## src/rtl/mc_ctrl_seq.sv

```systemverilog
// Multi-cycle control sequencer for the FullDMRFALU datapath.
// Accepts one instruction at a time and steps it through DECODE/EXEC/MEM/WB with registered Moore outputs.
module mc_ctrl_seq #(
    parameter int MEM_WAIT = 1
) (
    input  logic        clk,
    input  logic        rst_n,
    input  logic [31:0] instr,
    input  logic        instr_valid,
    output logic        instr_ready,
    input  logic        Zero,
    output logic [4:0]  rs,
    output logic [4:0]  rt,
    output logic [4:0]  rd,
    output logic [15:0] SEin,
    output logic [3:0]  FuncCode,
    output logic        Regsel,
    output logic        ALUsel,
    output logic [1:0]  ALUOp,
    output logic        MemWrite,
    output logic        MemRead,
    output logic        MemToRegSel,
    output logic        RegWrite,
    output logic        branch_taken,
    output logic        instr_done,
    output logic        illegal,
    output logic [2:0]  state_dbg
);

    typedef enum logic [2:0] {S_IDLE, S_DECODE, S_EXEC, S_MEM, S_WB} state_t;
    typedef enum logic [2:0] {C_BAD, C_R, C_ADDI, C_LW, C_SW, C_BEQ} cls_t;

    localparam logic [3:0] MEM_CNT_INIT = 4'(MEM_WAIT - 1);

    state_t     state_q, state_d;
    cls_t       cls_q, cls_d;
    logic [3:0] cnt_q, cnt_d;
    logic       accept, live;
    logic       ready_d, regsel_d, alusel_d, memwrite_d, memread_d, memtoreg_d;
    logic       regwrite_d, branch_d, done_d, illegal_d;
    logic [1:0] aluop_d;

    function automatic cls_t classify(input logic [5:0] op);
        case (op)
            6'h00:   return C_R;
            6'h08:   return C_ADDI;
            6'h23:   return C_LW;
            6'h2B:   return C_SW;
            6'h04:   return C_BEQ;
            default: return C_BAD;
        endcase
    endfunction

    // Handshake: a transfer happens on a rising edge where instr_valid && instr_ready;
    // instr_ready is high exactly in IDLE, and valid while busy is simply ignored.
    assign accept    = (state_q == S_IDLE) && instr_valid;
    assign state_dbg = state_q;

    always_comb begin
        state_d = state_q;
        cls_d   = cls_q;
        cnt_d   = cnt_q;
        case (state_q)
            S_IDLE: begin
                if (accept) begin
                    state_d = S_DECODE;
                    cls_d   = classify(instr[31:26]);
                end
            end
            S_DECODE: state_d = (cls_q == C_BAD) ? S_IDLE : S_EXEC;
            S_EXEC: begin
                case (cls_q)
                    C_LW, C_SW: begin
                        state_d = S_MEM;
                        cnt_d   = MEM_CNT_INIT;
                    end
                    C_BEQ:   state_d = S_IDLE;
                    default: state_d = S_WB;
                endcase
            end
            S_MEM: begin
                if (cnt_q == 4'd0) state_d = (cls_q == C_LW) ? S_WB : S_IDLE;
                else               cnt_d   = cnt_q - 4'd1;
            end
            S_WB:    state_d = S_IDLE;
            default: state_d = S_IDLE;
        endcase

        // Outputs are computed for the state being entered, then registered.
        live        = (state_d != S_IDLE);
        ready_d     = !live;
        regsel_d    = live && (cls_d == C_R);
        alusel_d    = live && ((cls_d == C_R) || (cls_d == C_BEQ));
        aluop_d     = 2'b00;
        if (live && cls_d == C_R)   aluop_d = 2'b10;
        if (live && cls_d == C_BEQ) aluop_d = 2'b01;
        memtoreg_d  = live && (cls_d == C_LW);
        memread_d   = (state_d == S_MEM) && (cls_d == C_LW);
        memwrite_d  = (state_d == S_MEM) && (cls_d == C_SW);
        regwrite_d  = (state_d == S_WB);
        branch_d    = (state_q == S_EXEC) && (cls_q == C_BEQ) && Zero;
        illegal_d   = (state_q == S_DECODE) && (cls_q == C_BAD);
        done_d      = (state_d == S_WB)
                   || ((state_d == S_MEM) && (cls_d == C_SW) && (cnt_d == 4'd0))
                   || ((state_d == S_EXEC) && (cls_d == C_BEQ));
    end

    always_ff @(posedge clk or negedge rst_n) begin
        if (!rst_n) begin
            state_q      <= S_IDLE;
            cls_q        <= C_BAD;
            cnt_q        <= '0;
            instr_ready  <= 1'b1;
            rs           <= '0;
            rt           <= '0;
            rd           <= '0;
            SEin         <= '0;
            FuncCode     <= '0;
            Regsel       <= 1'b0;
            ALUsel       <= 1'b0;
            ALUOp        <= 2'b00;
            MemWrite     <= 1'b0;
            MemRead      <= 1'b0;
            MemToRegSel  <= 1'b0;
            RegWrite     <= 1'b0;
            branch_taken <= 1'b0;
            instr_done   <= 1'b0;
            illegal      <= 1'b0;
        end else begin
            state_q      <= state_d;
            cls_q        <= cls_d;
            cnt_q        <= cnt_d;
            instr_ready  <= ready_d;
            Regsel       <= regsel_d;
            ALUsel       <= alusel_d;
            ALUOp        <= aluop_d;
            MemWrite     <= memwrite_d;
            MemRead      <= memread_d;
            MemToRegSel  <= memtoreg_d;
            RegWrite     <= regwrite_d;
            branch_taken <= branch_d;
            instr_done   <= done_d;
            illegal      <= illegal_d;
            if (accept) begin
                rs       <= instr[25:21];
                rt       <= instr[20:16];
                rd       <= instr[15:11];
                SEin     <= instr[15:0];
                FuncCode <= instr[3:0];
            end
        end
    end

endmodule

```

## config.mk

```make
export PLATFORM = sky130hd
export DESIGN_NAME = mc_ctrl_seq
export DESIGN_NICKNAME = d
export VERILOG_FILES = /design/src/rtl/mc_ctrl_seq.sv
export SDC_FILE = /design/constraint.sdc
export NUM_CORES = 1
export LEC_CHECK = 0
export CORE_ASPECT_RATIO = 1.75
export CORE_MARGIN = 4
export CORE_UTILIZATION = 35
export CTS_CLUSTER_DIAMETER = 150
export DETAILED_ROUTE_END_ITERATION = 8
export MAX_ROUTING_LAYER = met4
export PLACE_DENSITY = 0.68
export SLEW_MARGIN = 20
export SYNTH_ARGS = -nofsm -noshare
export SYNTH_HDL_FRONTEND = slang
export SYNTH_SLANG_ARGS = --single-unit
```

## constraint.sdc

```tcl
create_clock -name clk -period 4.7 [get_ports clk]
set_clock_uncertainty 0.15 [all_clocks]
set_input_delay 1.175 -clock clk [delete_from_list [all_inputs] [get_ports clk]]
set_output_delay 1.175 -clock clk [all_outputs]
set_load 0.1 [all_outputs]
```

==> flow_summary.json <==
{
  "status": "completed",
  "clockBufferDepth": 2,
  "dp_hpwl_um": 4047,
  "power.density_nw_per_um2": 522.7,
  "grt_pass1_vias": 1882,
  "cts-hold-fix-buffers": 0,
  "antenna_found_initial": 0,
  "synthFlopType": "dfrtp_1",
  "worst_pin_slew_ns": 0.9905,
  "cts.clk_slew.worst_paths_ns": 0.09,
  "wire_per_inst_um": 14.32,
  "netlist_instances": 225,
  "grt_use_total_pct": 15.81,
  "fill_cells": 599,
  "initial_core_util_pct": 36.38,
  "grt_pass1_wl_um": 8963,
  "wl_um": 5429,
  "hold_viol_final": 0,
  "yosysSeqAreaShare_pct": 55.77,
  "drc": 0,
  "vias": 1833,
  "synth_seq_cells": 48,
  "yosys.area.top_type": "dfrtp_1",
  "drv_slew": 0,
  "syn2layout_area_growth_pct": 44.75,
  "slowest_stage": "clkdlybuf4s50_1",
  "cp-end-kind": "primary output",
  "critPathMaxFanout": 14,
  "grt_max_degree": 49,
  "fp-row-count": 37,
  "async_reset_ff_share_pct": 100.0,
  "clkSinkCount": 48,
  "detail-route-antenna-nets": 0,
  "stdcell_area_um2": 3120,
  "io_buffers": 85,
  "fin_crit_ns": 3.484,
  "synthTopCellsByArea": "dfrtp_1 (55%), nand2_1 (15%), buf_4 (3.1%)",
  "grt.overflow.total": 0,
  "peakVddDrop_uv": 306.3,
  "firstDrtPassIters": 4,
  "nets": 337,
  "synthMostInstantiatedCell": "nand2_1",
  "rsz0062_at_grt": "false",
  "synth_area_per_cell_um2": 9.581,
  "place.gp.congestion": 0.7916,
  "maxSlewHeadroom_pct": 33.76,
  "fin_crit_sh_pct": 74.12,
  "num_antenna_cells": 0,
  "hold_slack_ns": 0.3303,
  "cts_resized": 0,
  "cts_tree": "built",
  "io_pins": 86,
  "netlist_area_um2": 2156,
  "power_leakage_uw": 0.001422,
  "setup_viol": 0,
  "cpLargestDelayFamily": "buffers and inverters",
  "maxCapViolations": 0,
  "fp.coreArea_um2": 5926,
  "die-width_um": 67.33,
  "post_cts_buffers": 0,
  "ys_warn_count": 0,
  "tns_ns": 0,
  "critPathRequiredTime_ns": 3.38,
  "synth_fp_nets": 262,
  "min_path_type": "reg -> reg",
  "fmaxAchievable_mhz": 287.1,
  "die_area_um2": 7528,
  "crit_path_max_incr_delay_ns": 1.22,
  "path_cells": "clkdlybuf4s50_1",
  "synth_edf_count": 0,
  "drt_iter0_markers": 81,
  "start_kind": "flop",
  "critPathArrivalTime_ns": 2.16,
  "synth.distinct_cells": 44,
  "clock_latency_ns": 0.30,
  "drive_above_1_share_pct": 6.312,
  "synth_common_cells": "nand2_1 (85), dfrtp_1 (47), buf_4 (9)",
  "vias_per_cell": 4.836,
  "cp_num_buf_inv": 1,
  "cts_made_buffers": 5,
  "die_y_um": 111.8,
  "place_area_um2": 3007,
  "yosys.area.top_type_share_pct": 54.56,
  "htreeDepth": 2,
  "critical_path_class": "reg -> out",
  "cts-root-buf": "clkbuf_8"
}
[metal layers]
metal | wire length (µm) | track usage [%] | share of wire [%]
met2 | 2938 | 26.28 | 54
met3 | 237 | 2.825 | 4.4
met4 | 140 | 7.046 | 2.6
met5 | 0 | - | 0
met1 | 2112 | 18.01 | 39
[power by group]
part	internal [µW]	switching [µW]
combinational	178	643
sequential	470	43.9
clock	158	138
[final cells by class]
class,instances,area [µm²],share of cell area (%)
clock buffer,5,68.82,2.205
clock inverter,3,42.54,1.363
multi-input combinational,155,838.3,26.86
inverter,4,15.01,0.4812
timing repair buffer,86,855.8,27.43
tap,78,97.59,3.128
sequential,48,1202,38.53
[cell families after synthesis]
logic type               synth area share (%)
multiplexers                           0.5223
buffers and inverters                   5.745
AO/OA/AOI/OAI                           10.27
AND/OR/NAND/NOR                         27.10
flip-flops                              55.78
adder cells (fa/ha/maj)                0.5803
[per-stage QoR]
step	cells	setup slack (ns)	total power, µW	utilization (%)
after global placement	371	1.178	1344	50.74
final	379	1.216	1631	52.66
after floorplan	225	1.911	1155	-
after global routing	379	1.131	1694	52.66
after detailed placement	371	1.101	1349	50.74
after CTS	379	1.206	1649	52.62
[path summary, 6_finish.rpt]
kind | from | to | slack, ns | depth (start not counted)
setup / recovery | state_dbg[0]$_DFF_PN0_ | state_dbg[0] | 1.22 | 1
hold / removal | rt[3]$_DFFE_PN0P_ | rt[3]$_DFFE_PN0P_ | 0.33 | 2
setup reg to reg | state_dbg[0]$_DFF_PN0_ | instr_done$_DFF_PN0_ | 2.05 | 4
hold reg to reg | rt[3]$_DFFE_PN0P_ | rt[3]$_DFFE_PN0P_ | 0.33 | 2
max in group asynchronous | rst_n | rd[1]$_DFFE_PN0P_ | 3.26 | 1
min in group asynchronous | rst_n | branch_taken$_DFF_PN0_ | 0.72 | 1
[flip-flops by register name, summed over array words and instances (netlist names)]
| signal | flops |
|---|---|
| RegWrite | 1 |
| instr_done | 1 |
| cls_q | 3 |
| SEin | 11 |
| rd | 5 |
| illegal | 1 |
| rt | 5 |
| MemRead | 1 |
| cnt_q | 4 |
| rs | 5 |
| MemToRegSel | 1 |
| branch_taken | 1 |
| Regsel | 1 |
| state_dbg | 3 |
| MemWrite | 1 |
| ALUsel | 1 |
| ALUOp | 2 |
| instr_ready | 1 |
[cell usage in the layout, fill, tap and decap left out, types with 3 or more instances in the layout]
master           synthesis  final
dfrtp_1                 47     47
nor2b_1                  4      4
clkbuf_8                 0      5
a21oi_1                  3      3
nor3b_1                  3      3
clkdlybuf4s50_1          0     84
nor2_1                   8      8
inv_1                    4      4
o31ai_1                  3      3
nand2_1                 85     85
nor4b_1                  3      3
nor3_1                   7      7
o21ai_0                  6      6
No activity file was read; power rests on OpenSTA's default activity.
